<file path="src/rtl/instr_fetch_unit.sv">
// Instruction fetch front end: PC, word-aligned ROM addressing, 2-entry buffer, redirect/flush.
// Optional stop-at-LAST_ADDR behaviour is compiled in with `define FETCH_HALT_EN.
module instr_fetch_unit #(
  parameter int                ADDR_W    = 8,
  parameter int                DATA_W    = 32,
  parameter logic [ADDR_W-1:0] RESET_PC  = 8'h00,
  parameter logic [ADDR_W-1:0] LAST_ADDR = 8'h48
) (
  input  logic              clock,
  input  logic              reset,
  output logic [ADDR_W-1:0] address,
  input  logic [DATA_W-1:0] rom_data,
  input  logic              redirect,
  input  logic [ADDR_W-1:0] redirect_pc,
  output logic              instr_valid,
  input  logic              instr_ready,
  output logic [DATA_W-1:0] instr,
  output logic [ADDR_W-1:0] instr_pc,
  output logic              halted
);

`ifdef FETCH_HALT_EN
  localparam bit HALT_EN = 1'b1;
`else
  localparam bit HALT_EN = 1'b0;
`endif

  typedef enum logic {RUN, HALT} state_e;

  state_e            state_q, state_d;
  logic [ADDR_W-1:0] pc_q, pc_d;
  logic              infl_q, infl_d;
  logic [ADDR_W-1:0] infl_pc_q, infl_pc_d;
  logic [1:0]        count_q, count_d;
  logic [DATA_W-1:0] buf_data_q [2];
  logic [DATA_W-1:0] buf_data_d [2];
  logic [ADDR_W-1:0] buf_pc_q   [2];
  logic [ADDR_W-1:0] buf_pc_d   [2];

  logic       pop;
  logic       issue;
  logic [1:0] occ;
  logic [1:0] occ_left;
  logic [1:0] wr_idx;

  assign address     = pc_q;
  assign instr_valid = (count_q != 2'd0);
  assign instr       = buf_data_q[0];
  assign instr_pc    = buf_pc_q[0];
  assign halted      = HALT_EN && (state_q == HALT) && (count_q == 2'd0) && !infl_q;

  assign pop      = instr_valid & instr_ready;
  assign occ      = count_q + {1'b0, infl_q};
  assign occ_left = occ - {1'b0, pop};
  // Tail slot after this edge's pop has shifted the buffer.
  assign wr_idx   = count_q - {1'b0, pop};

  always_comb begin
    state_d   = state_q;
    pc_d      = pc_q;
    infl_d    = infl_q;
    infl_pc_d = infl_pc_q;
    count_d   = count_q;
    buf_data_d = buf_data_q;
    buf_pc_d   = buf_pc_q;
    issue     = 1'b0;

    if (redirect) begin
      // A concurrent pop has already been accepted by decode; everything else is stale.
      count_d = 2'd0;
      infl_d  = 1'b0;
      pc_d    = redirect_pc & ~ADDR_W'(3);
      state_d = RUN;
    end else begin
      if (pop) begin
        buf_data_d[0] = buf_data_q[1];
        buf_pc_d[0]   = buf_pc_q[1];
      end
      if (infl_q) begin
        if (wr_idx[0]) begin
          buf_data_d[1] = rom_data;
          buf_pc_d[1]   = infl_pc_q;
        end else begin
          buf_data_d[0] = rom_data;
          buf_pc_d[0]   = infl_pc_q;
        end
      end
      count_d = occ_left;

      issue  = (state_q == RUN) && (occ_left < 2'd2);
      infl_d = issue;
      if (issue) begin
        infl_pc_d = pc_q;
        pc_d      = pc_q + ADDR_W'(4);
        if (HALT_EN && (pc_q == LAST_ADDR))
          state_d = HALT;
      end
    end
  end

  always_ff @(posedge clock) begin
    if (reset) begin
      state_q    <= RUN;
      pc_q       <= RESET_PC;
      infl_q     <= 1'b0;
      infl_pc_q  <= '0;
      count_q    <= 2'd0;
      buf_data_q <= '{default: '0};
      buf_pc_q   <= '{default: '0};
    end else begin
      state_q    <= state_d;
      pc_q       <= pc_d;
      infl_q     <= infl_d;
      infl_pc_q  <= infl_pc_d;
      count_q    <= count_d;
      buf_data_q <= buf_data_d;
      buf_pc_q   <= buf_pc_d;
    end
  end

endmodule

</file>
<file path="config.mk">
export PLATFORM = sky130hd
export DESIGN_NAME = instr_fetch_unit
export DESIGN_NICKNAME = d
export VERILOG_FILES = /design/src/rtl/instr_fetch_unit.sv
export SDC_FILE = /design/constraint.sdc
export NUM_CORES = 1
export LEC_CHECK = 0
export CORE_MARGIN = 5
export CORE_UTILIZATION = 45
export DETAILED_ROUTE_END_ITERATION = 8
export DONT_BUFFER_PORTS = 1
export GPL_TIMING_DRIVEN = 1
export PLACE_DENSITY = 0.68
export SLEW_MARGIN = 10
export SYNTH_ARGS = -nofsm -noshare
export SYNTH_HDL_FRONTEND = slang
export SYNTH_SLANG_ARGS = --single-unit
export TNS_END_PERCENT = 20
</file>
<file path="constraint.sdc">
create_clock -name clock -period 2.4 [get_ports clock]
set_input_delay 0.6 -clock clock [delete_from_list [all_inputs] [get_ports clock]]
set_output_delay 0.6 -clock clock [all_outputs]
set_load 0.05 [all_outputs]
</file>
==> results of run 1 <==
[per-stage QoR]
stage / hold WS (ps) / cell area (um^2) / util / power, mW
final: 326 / 4100 / 0.452 / 2.90
after global routing: 288 / 4100 / 0.452 / 3.06
after CTS: 295 / 4100 / 0.452 / 2.95
after detailed placement: 441 / 3920 / 0.432 / 2.02
after global placement: 435 / 3920 / 0.432 / 2.01
after floorplan: 437 / 4130 / - / 2.04
[worst register-to-register path, stage by stage (launching register included)]
cell,delay (ps)
dfxtp_1,430
nand3b_1,140
nand2_1,80
ha_1,180
a21boi_1,510
nor3_1,180
a2111oi_1,420
[layout make-up]
| type | instances | share of cell area |
|---|---|---|
| repair buffers | 17 | 0.0342 |
| flip-flops and latches | 93 | 0.454 |
| inverters | 5 | 0.00458 |
| multi-input cells | 341 | 0.430 |
| clock inverters | 5 | 0.00885 |
| well taps | 111 | 0.0339 |
| clock buffers | 11 | 0.0345 |
[path summary, 6_finish.rpt]
kind | endpoint | slack [ps]
worst max-delay path | address[2]$_SDFFE_PP0P_ | 340
worst min register to register | buf_pc_q[3]$_SDFFE_PP0P_ | 450
worst max register to register | address[2]$_SDFFE_PP0P_ | 340
worst min-delay path | address[7]$_SDFFE_PP0P_ | 330
[cells in the final DEF (no fill, tap or decap), types with 2 or more instances in the layout]
cell and n:
a211oi_1 2, a21oi_1 44, a311oi_1 41, buf_4 16, clkbuf_8 10, clkinvlp_4 3, conb_1 3, dfxtp_1 93
ha_1 2, inv_1 5, nand2_1 153, nand2b_1 7, nand3_1 4, nand4_1 5, nor2_1 45, nor3b_1 3
nor4_1 2, o31a_1 3, o31ai_1 7, or4_1 2
[power by group through the flow]
stage	clock (mW)	sequential (mW)	combinational (mW)
after CTS	0.971	1.77	0.209
after global placement	0	1.81	0.203
final	0.928	1.77	0.206
after detailed placement	0	1.81	0.209
after global routing	1.05	1.78	0.230
after floorplan	0	1.68	0.352
[flip-flops by register name (all words and copies together) (netlist names)]
name and flops:
buf_data_q 32, buf_pc_q 6, count_q 2, infl_pc_q 6, address 6, infl_q 1
instr 32, instr_pc 8
[logic make-up after synthesis]
family	after synthesis	share of synthesized area
flops	93	0.452
compound gates	107	0.183
buf+inv	88	0.128
fa+ha+maj	2	0.00607
mux	1	0.00243
simple gates	228	0.227
other cells	1	0.000910
[per-layer routing]
layer,share of wire,routed length [um],vias to the layer above
met4,0.012,111,0
li1,-,-,1613
met3,0.071,633,12
met5,0,0,-
met2,0.48,4310,76
met1,0.44,3910,1507
==> flow_summary.ini, run 1 <==
[global_routing]
grtUsageMet3 = 0.0514
grt_util_met2 = 0.282
grt_pass1_wl_mm = 15.2
busiest_layer = met2
grtUsageMet1 = 0.202
grt_pass1_vias = 3108
antenna_found_initial = 0
grt_start_max_net_pins = 95
grtUsageTotal = 0.167
grt_overflow = 0

[drt]
vias = 3208
postRouteAntennaNets = 0
wl_mm = 8.97
via_per_inst = 5.50
drtIter0Drc = 181
drc = 0
drtPass1Iterations = 4
wl_per_cell_um = 15.4

[power]
sw_frac_of_total = 0.286
clock_power_share = 0.320
seqPwrFrac = 0.609
ir_drop_uv = 242
p_int_mw = 2.07
combPwrFrac = 0.071
power_density_nw_per_um2 = 708
p_leak_nw = 1.29
p_sw_uw = 830

[critical_path]
critPathMaxStageDelay_ps = 510
critical_path_depth = 6
cp_num_buf_inv = 0
critPathCaptureType = flop
critPathSlowestCell = a21boi_1
rr_worst_depth = 6
crit_required_ps = 2630
cp_max_fo = 9
worstPathArrival_ps = 2280
path_cells = nand3b_1 -> nand2_1 -> ha_1 -> a21boi_1 -> nor3_1 -> a2111oi_1
crit_family = compound AO/OA/AOI/OAI gates
worst_setup_path_start_kind = flop
startpoint = count_q[1]$_SDFF_PP0_
path_class = reg -> reg
worstReg2RegStart = count_q[1]$_SDFF_PP0_

[cells_and_area]
syn2layout_area_growth_pct = -0.516
drive_gt1_frac = 0.0826
instances_no_fill = 583
num_antenna_cells = 0
n_fill_cell = 923
register_area_um2 = 1860
num-nets-final = 513
multi_input_area_um2 = 1760

[synthesis]
yosysSeqAreaShare = 0.452
netlist_top_cells_count = nand2_1, dfxtp_1, buf_4
synth_ff_type = dfxtp_1
yosys_warnings = 0
synth_edf_count = 0
synth.distinct_cells = 37
async_reset_ff_frac = 0
synthCells = 520
synth_most_common_cell = nand2_1
ys_ff_latch = 93
synthTopCellsByArea = dfxtp_1, nand2_1, buf_4, a311oi_1, a21oi_1
syn_avg_cell_area_um2 = 7.92
synth_area_leader_cell = dfxtp_1
synth_top_area_share = 0.452
synth_area_um2 = 4120

[timing]
min_period_over_period = 0.857
min_period_ps = 2060
finalSetupViolCount = 0
setup_slack_ps = 344
maxSlewViolCount = 0
tightest_slew_ps = 613
finalClockSkew_ps = 8.53
grt_setup_unrepaired = false
slew_headroom = 0.591
hold_viol_final = 0
final.setup.tns_ps = 0
fmaxAchievable_mhz = 486

[flow_run]
drv_cap = 0

[clocking]
clock_sinks = 93
cts_buffer_depth = 2
clk_latency_ps = 340
post_cts_buffers = 0
cts_root_buf = clkbuf_8
cts_tree = yes
clkTransAtPathRegs_ps = 90
htreeDepth = 3
cts_buffers = 9
post_cts_resized = 0
cts.hold.buffers_added = 0

[floorplanning]
num_rows = 35
die_y_um = 106
start_util = 0.454
ioPinCount = 94
die_x_um = 106
core_area_um2 = 9060
die-area_um2 = 11200

[min_path]
hold_class = in -> reg
hp-start = reset
hold_depth = 1

[place]
place_inst = 567
gp_congestion = 0.766
numPortBuffers = 0
post-place-ws_ps = 165
dp_hpwl_mm = 5.87

[run_status]
status = finished, final reports clean
Note: power is estimated with default switching activity, not from simulation.
==> inputs of run 2 (changes only) <==
--- a/config.mk
+++ b/config.mk
@@ -11,6 +11,7 @@
 export DONT_BUFFER_PORTS = 1
 export GPL_TIMING_DRIVEN = 1
 export PLACE_DENSITY = 0.68
+export SKIP_CTS_REPAIR_TIMING = 1
 export SLEW_MARGIN = 10
 export SYNTH_ARGS = -nofsm -noshare
 export SYNTH_HDL_FRONTEND = slang
==> results of run 2 <==
Same layout as run 1: the final DEF is identical, and so are final timing and power.
==> inputs of run 3 (changes only) <==
--- a/config.mk
+++ b/config.mk
@@ -10,7 +10,7 @@
 export DETAILED_ROUTE_END_ITERATION = 8
 export DONT_BUFFER_PORTS = 1
 export GPL_TIMING_DRIVEN = 1
-export PLACE_DENSITY = 0.68
+export PLACE_DENSITY = 0.57
 export SKIP_CTS_REPAIR_TIMING = 1
 export SLEW_MARGIN = 10
 export SYNTH_ARGS = -nofsm -noshare
==> run 3 against run 2 <==
Effect of this change: clock-buffer cell count decreased by 2; clock power up 31%; combinational power is essentially flat; worst hold slack got worse by 8.2 ps; highest routed layer unchanged; critical path depth grew 1; routed wire length decreased by 1.1%; largest cell class unchanged; critical endpoint is now address[7]$_SDFFE_PP0P_; global-route usage is 0.55 points lower; critical path type unchanged.
==> flow_summary.ini, run 3 (same netlist as run 1, synthesis figures left out) <==
[run_status]
status = finished, final reports clean

[cells_and_area]
n_fill_cell = 917
mostFrequentLayoutCell = nand2_1
mostFrequentLayoutCells = nand2_1, dfxtp_1, nor2_1
num-nets-final = 512
syn2layout_area_growth_pct = 1.06
final_core_util = 0.459
num_antenna_cells = 0
drive_gt1_frac = 0.0828
instances_no_fill = 582

[place]
dp_hpwl_mm = 5.40
gp_congestion = 0.787
place_inst = 566
post-place-ws_ps = 113
numPortBuffers = 0

[floorplanning]
die-area_um2 = 11200
num_rows = 35
die_y_um = 106
core_area_um2 = 9060
die_x_um = 106
start_util = 0.454
ioPinCount = 94

[drt]
drc = 0
postRouteAntennaNets = 0
via_per_inst = 5.40
drtPass1Iterations = 5
wl_mm = 8.87
wl_per_cell_um = 15.2
vias = 3145
drtIter0Drc = 129

[clocking]
clkTransAtPathRegs_ps = 90
cts_buffer_depth = 2
clock_sinks = 93
cts_root_buf = clkbuf_8
cts_tree = yes
clk_latency_ps = 350
htreeDepth = 3
cts_buffers = 9

[timing]
maxSlewViolCount = 0
hold_viol_final = 0
min_period_over_period = 0.876
hold_slack_ps = 318
setup_slack_ps = 299
slew_headroom = 0.557
fmaxAchievable_mhz = 476
tightest_slew_ps = 664
min_period_ps = 2100
grt_setup_unrepaired = false
finalClockSkew_ps = 9.85
finalSetupViolCount = 0
final.setup.tns_ps = 0

[power]
sw_frac_of_total = 0.263
p_leak_nw = 1.33
combPwrFrac = 0.064
seqPwrFrac = 0.553
power_density_nw_per_um2 = 768
p_sw_uw = 839
clock_power_share = 0.383
p_int_mw = 2.36
ir_drop_uv = 287

[global_routing]
busiest_layer = met2
grtUsageMet1 = 0.203
grt_start_max_net_pins = 95
grt_overflow = 0
grt_pass1_wl_mm = 14.7
grt_pass1_vias = 2868
grtUsageTotal = 0.161
grt_util_met2 = 0.261
grtUsageMet3 = 0.0533
antenna_found_initial = 0

[critical_path]
worst_setup_path_start_kind = flop
cp_max_fo = 9
path_class = reg -> reg
critPathCaptureType = flop
worstPathArrival_ps = 2360
crit_required_ps = 2660

[min_path]
hold_class = in -> reg

[flow_run]
drv_cap = 0
-- run 3: cell count changes in the layout (fill, tap and decap cells not counted), moves of 2 or more --
cell,previous run,this run
buf_4,16,14
clkinvlp_4,3,0
bufinv_16,0,3
clkinv_2,1,3
-- run 3: cell type report --
cell class / count / area [um^2] / share of cell area
well taps: 111 / 139 / 0.0334
repair buffers: 16 / 145 / 0.0349
clock buffers: 9 / 124 / 0.0298
inverters: 5 / 18.8 / 0.00451
flip-flops and latches: 93 / 1860 / 0.447
clock inverters: 7 / 114 / 0.0274
multi-input cells: 341 / 1760 / 0.423
-- run 3: per-stage QoR --
step                      area (um^2)  total power, mW
final                            4160             3.20
after global routing             4160             3.34
after CTS                        4160             3.25
after detailed placement         3930             2.01
after global placement           3930             2.01
after floorplan                  4130             2.04
-- run 3: path summary, 6_finish.rpt --
| check | endpoint | slack, ps | cells after the start | start |
|---|---|---|---|---|
| setup / recovery | address[7]$_SDFFE_PP0P_ | 300 | 7 | count_q[0]$_SDFF_PP0_ |
| hold reg to reg | buf_data_q[16]$_SDFFE_PP0P_ | 450 | 2 | buf_data_q[16]$_SDFFE_PP0P_ |
| setup reg to reg | address[7]$_SDFFE_PP0P_ | 300 | 7 | count_q[0]$_SDFF_PP0_ |
| hold / removal | address[3]$_SDFFE_PP0P_ | 320 | 1 | reset |
-- run 3: worst max-delay path: stages (launching register included) --
cell	delay, ps
dfxtp_1	400
nand3b_1	150
nand2_1	60
ha_1	210
a21boi_1	230
buf_4	230
or4_1	490
a311oi_1	250
-- run 3: power by group through the flow --
stage	registers (mW)	clock network (mW)	logic, mW
after CTS	1.77	1.27	0.206
after global routing	1.78	1.33	0.230
final	1.77	1.22	0.204
after global placement	1.81	0	0.203
after detailed placement	1.81	0	0.206
after floorplan	1.68	0	0.352
-- run 3: per-layer routing --
metal / vias to the layer above / share of wire
li1: 1617 / -
met1: 1436 / 0.45
met2: 84 / 0.47
met3: 8 / 0.070
met4: 0 / 0.0092
met5: - / 0
